===== config.mk =====
export PLATFORM = sky130hd
export DESIGN_NAME = nibble_serial_sub
export DESIGN_NICKNAME = d
export VERILOG_FILES = /design/src/rtl/nibble_serial_sub.sv
export SDC_FILE = /design/constraint.sdc
export NUM_CORES = 1
export LEC_CHECK = 0
export CAP_MARGIN = 10
export CORE_MARGIN = 2
export CORE_UTILIZATION = 49
export DETAILED_ROUTE_END_ITERATION = 8
export MAX_ROUTING_LAYER = met4
export PLACE_DENSITY = 0.86
export SETUP_SLACK_MARGIN = 0.05
export SYNTH_ARGS = -nofsm -noshare
export SYNTH_HDL_FRONTEND = slang
export SYNTH_SLANG_ARGS = --single-unit
export TNS_END_PERCENT = 10

===== constraint.sdc =====
create_clock -name clk -period 5 [get_ports clk]
set_clock_uncertainty 0.15 [all_clocks]
set_input_delay 0.75 -clock clk [delete_from_list [all_inputs] [get_ports clk]]
set_output_delay 0.75 -clock clk [all_outputs]
set_load 0.005 [all_outputs]

===== src/rtl/nibble_serial_sub.sv =====
// Nibble-serial WIDTH-bit subtractor: one 4-bit carry-lookahead slice per clock, LSB nibble first.
// Optional build macro NSUB_SAT_EN saturates d to the signed limit on overflow.
module nibble_serial_sub #(
  parameter int WIDTH = 16
) (
  input  logic             clk,
  input  logic             rst_n,
  input  logic             start,
  input  logic [WIDTH-1:0] a,
  input  logic [WIDTH-1:0] b,
  output logic             busy,
  output logic             done,
  output logic [WIDTH-1:0] d,
  output logic             borrow,
  output logic             overflow,
  output logic             zero
);

  localparam int N     = WIDTH / 4;
  localparam int CNT_W = (N > 1) ? $clog2(N) : 1;
  localparam logic [CNT_W-1:0] LAST = CNT_W'(N - 1);

  typedef enum logic [1:0] {IDLE, RUN, DONE} state_t;

  state_t state, state_nx;

  logic [WIDTH-1:0] a_sh_p0, b_sh_p0;
  logic [WIDTH-5:0] res_sh_p0;
  logic             a_msb_p0, b_msb_p0;
  logic             carry_p0;
  logic [CNT_W-1:0] cnt_p0;

  logic             accept, last;
  logic [4:0]       slice;
  logic [WIDTH-1:0] d_wrap, d_fin;
  logic             ovf;

  function automatic logic [4:0] cla4(input logic [3:0] x, input logic [3:0] y, input logic c0);
    logic [3:0] g, p, c;
    logic       c4;
    g    = x & y;
    p    = x ^ y;
    c[0] = c0;
    c[1] = g[0] | (p[0] & c0);
    c[2] = g[1] | (p[1] & g[0]) | (p[1] & p[0] & c0);
    c[3] = g[2] | (p[2] & g[1]) | (p[2] & p[1] & g[0]) | (p[2] & p[1] & p[0] & c0);
    c4   = g[3] | (p[3] & g[2]) | (p[3] & p[2] & g[1]) | (p[3] & p[2] & p[1] & g[0])
         | (p[3] & p[2] & p[1] & p[0] & c0);
    return {c4, p ^ c};
  endfunction

`ifdef NSUB_SAT_EN
  function automatic logic signed [WIDTH-1:0] sat_lim(input logic neg);
    logic signed [WIDTH-1:0] lim;
    lim = neg ? {1'b1, {(WIDTH-1){1'b0}}} : {1'b0, {(WIDTH-1){1'b1}}};
    return lim;
  endfunction
`endif

  assign accept = (state == IDLE) && start;
  assign last   = (state == RUN) && (cnt_p0 == LAST);
  assign slice  = cla4(a_sh_p0[3:0], ~b_sh_p0[3:0], carry_p0);
  assign d_wrap = {slice[3:0], res_sh_p0};
  assign ovf    = (a_msb_p0 ^ b_msb_p0) & (d_wrap[WIDTH-1] ^ a_msb_p0);

`ifdef NSUB_SAT_EN
  assign d_fin = ovf ? sat_lim(a_msb_p0) : d_wrap;
`else
  assign d_fin = d_wrap;
`endif

  always_comb begin
    state_nx = state;
    case (state)
      IDLE:    if (start) state_nx = RUN;
      RUN:     if (cnt_p0 == LAST) state_nx = DONE;
      DONE:    state_nx = IDLE;
      default: state_nx = IDLE;
    endcase
  end

  assign busy = (state == RUN);
  assign done = (state == DONE);

  // control and result registers: reset to their architectural values
  always_ff @(posedge clk or negedge rst_n) begin
    if (!rst_n) begin
      state    <= IDLE;
      carry_p0 <= 1'b0;
      cnt_p0   <= '0;
      d        <= '0;
      borrow   <= 1'b0;
      overflow <= 1'b0;
      zero     <= 1'b1;
    end else begin
      state <= state_nx;
      if (accept) begin
        carry_p0 <= 1'b1;
        cnt_p0   <= '0;
      end else if (state == RUN) begin
        carry_p0 <= slice[4];
        cnt_p0   <= cnt_p0 + 1'b1;
      end
      if (last) begin
        d        <= d_fin;
        borrow   <= ~slice[4];
        overflow <= ovf;
        zero     <= (d_fin == '0);
      end
    end
  end

  // operand and partial-result shifters: contents are don't-care outside RUN
  always_ff @(posedge clk) begin
    if (accept) begin
      a_sh_p0  <= a;
      b_sh_p0  <= b;
      a_msb_p0 <= a[WIDTH-1];
      b_msb_p0 <= b[WIDTH-1];
    end else if (state == RUN) begin
      a_sh_p0   <= a_sh_p0 >> 4;
      b_sh_p0   <= b_sh_p0 >> 4;
      res_sh_p0 <= d_wrap[WIDTH-1:4];
    end
  end

endmodule

Word level (Yosys, flattened, before mapping)
Cells that the tools add are included.
- flip-flop bits (word level): 70
- input port bits: 35
- output and inout bits: 21
- word-level logic and storage cells: 71
- add/sub/neg operators: 1
- eq/ne operators: 5
- multiplexer cells: 11
- bitwise logic cells: 35
- reduce and logical (&&, ||, !) cells: 7
- operator list (kind ; number):
    $mux 16 ; 4
    $and 1x1->1 ; 17
    $logic_not 16->1 ; 1
    $or 1x1->1 ; 10
    $mux 2 ; 4
    $xor 4x4->4 ; 2
    $and 4x4->4 ; 1
    $eq 2x2->1 const B ; 2
    $not 4->4 ; 1
    $pmux 2 s2 ; 1
    $reduce_and 2->1 ; 2
    $add 2x1->2 const B ; 1
    $eq 2x1->1 const B ; 1
    $logic_and 1x1->1 ; 2
    $logic_not 2->1 ; 1
    $mux 1 ; 2
    $ne 2x1->1 const B ; 1
    $ne 2x2->1 const B ; 1
    $not 1->1 ; 2
    $reduce_bool 2->1 ; 1
    $xor 1x1->1 ; 2

Logic depth before layout (Yosys ltp)
- depth after elaboration: 9
- gate-level depth with buffers: 6
- gate-level depth less buffers: 6

Worst setup path after synthesis
OpenSTA, ideal clock, no wires.
- kind: input to register
- start point: input start
- end point: register a_sh_p0[0] (enable)
- library setup time: 0.424 ns
- data arrival time: 2.208 ns
- data required time: 4.426 ns
- setup slack: 2.218 ns
- stages: 2
- buffers on the path: 0
- cell sequence: nor2_1 > nor2_1
- word-level cells in the longest chain between the ends: 2
- RTL lines (element ; RTL line ; RTL):
    start: declaration ; 8 ; input logic start,
    $logic_and 1x1->1 ; 60 ; assign accept = (state == IDLE) && start;
    $reduce_bool 2->1 (no source line) ; n/a ;
    end signal: assignment ; 121 ; a_sh_p0 <= a_sh_p0 >> 4;
    end: declaration ; 27 ; logic [WIDTH-1:0] a_sh_p0, b_sh_p0;
Every way passes these cells.
A chain may end at the register's enable or synchronous reset.

Worst setup path after layout
- start point: register state[1]
- end point: output busy
- word-level cells in the longest chain between the ends: 1
- RTL lines (element ; RTL line ; RTL):
    start: declaration ; 25 ; state_t state, state_nx;
    start signal: assignment ; 96 ; state <= state_nx;
    $eq 2x1->1 ; 82 ; assign busy = (state == RUN);
    end: declaration ; 11 ; output logic busy,
Every way passes these cells.

==> impl_results.rst <==
.. list-table::
   :header-rows: 1

   * - Metric
     - Value
   * - Outcome
     - finished clean
   * - Overall global routing resource usage
     - 0.171
   * - Worst path slowest cell
     - sky130_fd_sc_hd__clkdlybuf4s50_1
   * - Critical Path Sink Type
     - output port
   * - Area taken by flip-flops and latches
     - 1980 um2
   * - Most used standard cell by instance count after synthesis
     - sky130_fd_sc_hd__edfxtp_1
   * - First DRT Iteration DRCs
     - 135
   * - Global-route wire length before repair
     - 7870 um
   * - Final setup violation count
     - 0
   * - Sequential share of the synthesized area
     - 0.682
   * - Multi-input combinational cell area
     - ~860 um2
   * - Worst-Margin Slew
     - just over 900 ps
   * - Number of buffers inserted by port buffering
     - between 50 and 60
   * - CTS clock-pin slew for the worst setup and hold paths
     - approximately 80 ps
   * - Library cell occupying the most area in the post-synthesis netlist
     - sky130_fd_sc_hd__edfxtp_1
   * - Number of register bits inferred by synthesis
     - 70
   * - Final std cells w/o fill
     - ~330
   * - Ranking of synthesized cells by instance count
     - 46 x sky130_fd_sc_hd__edfxtp_1, 37 x sky130_fd_sc_hd__mux2_2, 23 x sky130_fd_sc_hd__dfrtp_1, 10 x sky130_fd_sc_hd__nand2_1, 9 x sky130_fd_sc_hd__and2_1
   * - Portion of synthesized cell area occupied by the leading cell type
     - 0.475
   * - Area of the die
     - 6570 um2
   * - P_leak
     - between 1 and 1.5 nW
   * - Cell Chain, Critical Path
     - nand2b_1, inv_1, clkdlybuf4s50_1
   * - Effective utilization at floorplan
     - 0.500
   * - Proportion of layout cells with a drive suffix above 1
     - 0.240
   * - Placer congestion estimate
     - roughly 0.75
   * - CP required
     - around 4000 ps
   * - Number of nets still failing antenna checks after routing
     - 0
   * - Type of the worst min-delay path
     - reg2reg
   * - Critical path fanouts, max
     - 15
   * - Summed instance area of the synthesized netlist
     - ~2900 um2
   * - Average wire per cell in the routed design
     - between 10 and 15 um
   * - Synth top area cells
     - sky130_fd_sc_hd__edfxtp_1 48%, sky130_fd_sc_hd__dfrtp_1 20%, sky130_fd_sc_hd__mux2_2 14%, sky130_fd_sc_hd__ha_1 2.2%, sky130_fd_sc_hd__and2_1 1.9%
   * - Inserted Diodes
     - 0
   * - Total clock buffers created by CTS
     - 9
   * - Row count
     - 28
   * - Wire length on met3
     - ~280 um
   * - Antenna violations before repair
     - 0
   * - Total global routing overflow
     - 0
   * - I/O pin total
     - 56
   * - Worst R2R Start
     - state[1]$_DFFE_PN0P_
   * - Number of cells on the worst reg-to-reg path
     - 3
   * - Unrepaired setup endpoints after global routing
     - no
   * - Uppermost signal routing layer after detailed routing
     - met4
   * - Number of different library cells in the post-synthesis netlist
     - 35
   * - FF-to-FF setup slack
     - 3030 ps
   * - Met2 layer wire length in the routed design
     - 2380 um
   * - Setup TNS
     - 0 ps
   * - Critical path class
     - reg2out
   * - Number of fillers in the final layout
     - around 460
   * - Post-layout net count
     - 286
   * - Via count of the first global-routing pass
     - ~1700
   * - Cells resized by post-CTS repair
     - 0
   * - Yosys warning count
     - 0
   * - Final WL
     - between 4000 and 5000 um
   * - Max-slew headroom at the worst pin
     - 0.388
   * - PnR Total Power
     - about 2.4 mW
   * - Area Growth Syn to Fin
     - 27.5%
   * - Setup crit start kind
     - register
   * - Hold-fix buffers, CTS
     - 0
   * - Start point of the critical path
     - state[1]$_DFFE_PN0P_
   * - Die height
     - ~80 um
   * - Reg-to-reg endpoint
     - overflow$_DFFE_PN0P_
   * - Met1 layer wirelength in the final routing
     - between 2000 and 2500 um
   * - Die Span X
     - 81.0 um
   * - Count of flip-flops with a built-in enable after synthesis
     - 46
   * - Worst path max stage delay
     - around 600 ps
   * - Number of optimization iterations in the first detailed-route pass
     - 4
   * - Clock latency reported for the late side of the worst-skew pair
     - about 340 ps
   * - Pin count of the biggest net entering global routing
     - 36
   * - Power per cell area
     - 652 nW/um2
   * - Critical path destination
     - busy
   * - Total clock sinks
     - 70
   * - Proportion of register bits with asynchronous set or reset after synthesis
     - 0.343
   * - Count of endpoints failing hold in the final timing report
     - 0
   * - Post-Place Cells
     - 308
   * - H-tree levels
     - 3
   * - Via count
     - about 1700
   * - Crit path buffers/inverters
     - 2
   * - Count of pins over their slew limit
     - 0
   * - Instance count on the critical path
     - 3
   * - Clock tree buffer depth
     - 2
   * - Max Cap Viol
     - 0
   * - Maximum frequency from static timing analysis
     - ~0.34 GHz
   * - Syn Nets
     - 223
   * - Ratio of final minimum period to clock period
     - 0.592
   * - Via density
     - roughly 5.2
   * - Area inside the core boundary
     - 5820 um2
   * - Final critical path time including I/O delays and setup
     - 2960 ps
   * - Detailed-placement wirelength estimate
     - approximately 3300 um
   * - Root buffer cell
     - sky130_fd_sc_hd__clkbuf_8
   * - Largest vdd supply drop
     - around 0.3 mV
   * - Crit path DAT
     - between 2000 and 2500 ps
   * - Top FF cell, synth
     - sky130_fd_sc_hd__edfxtp_1
   * - Number of remaining DRC errors
     - 0
   * - Clock tree from TritonCTS
     - done
   * - Syn avg cell area
     - around 16 um2
   * - Number of cells produced by synthesis
     - about 180
   * - Top delay family on crit path
     - buffers and inverters
   * - # Post-CTS Setup Buffers
     - 0
## worst min-delay path by stage
stage                     slack (ps)  depth (start not counted)                     end                    start
after floorplan                  300                          0      borrow$_DFFE_PN0P_                    rst_n
after global placement           310                          0  res_sh_p0[0]$_DFFE_PP_   res_sh_p0[4]$_DFFE_PP_
after detailed placement         330                          0  res_sh_p0[7]$_DFFE_PP_  res_sh_p0[11]$_DFFE_PP_
after CTS                        350                          0  res_sh_p0[7]$_DFFE_PP_  res_sh_p0[11]$_DFFE_PP_
after global routing             360                          0  res_sh_p0[3]$_DFFE_PP_   res_sh_p0[7]$_DFFE_PP_
final                            340                          0  res_sh_p0[3]$_DFFE_PP_   res_sh_p0[7]$_DFFE_PP_
## where the power goes
group          switching (mW)  internal (mW)  total, mW  leakage, nW
clock network           0.218          0.180      0.398       0.0836
registers               0.136           1.01       1.15        0.760
logic                   0.410          0.459      0.869        0.607
total                   0.764           1.65       2.42         1.45
## through the flow
| step | worst slack (ps) | area [um2] | utilization | hold slack (ps) |
|---|---|---|---|---|
| after floorplan | 2220 | 2910 | - | 296 |
| after global placement | 2410 | 3520 | 0.605 | 305 |
| after detailed placement | 2390 | 3520 | 0.605 | 327 |
| after CTS | 2030 | 3690 | 0.635 | 345 |
| after global routing | 1930 | 3710 | 0.637 | 357 |
| final | 2040 | 3710 | 0.637 | 342 |
## state kept, by name, indices dropped and copies added, names as in the netlist
name	count
b_sh_p0	16
borrow	1
res_sh_p0	12
zero	1
b_msb_p0	1
d	16
overflow	1
state	2
a_sh_p0	16
a_msb_p0	1
cnt_p0	2
carry_p0	1
## cells by family after synthesis
family / after synthesis / synth area share
flip-flops: 70 / 0.682
multiplexers: 38 / 0.147
AND/OR/NAND/NOR: 38 / 0.0736
AO/OA/AOI/OAI: 15 / 0.0366
buffers and inverters: 13 / 0.0262
adder cells (fa/ha/maj): 6 / 0.0284
XOR/XNOR: 2 / 0.00603
## per-layer routing
layer,GRT usage,vias to the layer above
li1,-,800
met1,0.202,818
met2,0.266,54
met3,0.0667,6
met4,0.0661,0
met5,-,-
## cells in the final DEF (no fill, tap or decap), types with 2 or more instances in the layout
| master | n |
|---|---|
| sky130_fd_sc_hd__a21oi_1 | 2 |
| sky130_fd_sc_hd__and2_1 | 9 |
| sky130_fd_sc_hd__clkbuf_8 | 9 |
| sky130_fd_sc_hd__clkdlybuf4s50_1 | 55 |
| sky130_fd_sc_hd__clkinvlp_4 | 2 |
| sky130_fd_sc_hd__dfrtp_1 | 23 |
| sky130_fd_sc_hd__edfxtp_1 | 46 |
| sky130_fd_sc_hd__ha_1 | 5 |
| sky130_fd_sc_hd__inv_1 | 8 |
| sky130_fd_sc_hd__mux2_2 | 37 |
| sky130_fd_sc_hd__nand2_1 | 10 |
| sky130_fd_sc_hd__nand2b_1 | 2 |
| sky130_fd_sc_hd__nor2_1 | 6 |
| sky130_fd_sc_hd__nor4_1 | 3 |
| sky130_fd_sc_hd__o21ai_0 | 5 |
## area by class of cell
class                           count  share of cell area
Clock buffer                        9              0.0334
Multi-Input combinational cell     99               0.231
Tap cell                           75              0.0253
Sequential cell                    70               0.535
Timing Repair Buffer               57               0.155
Inverter                            8             0.00810
Clock inverter                      7              0.0128
Power figures use the tool's default switching activity.
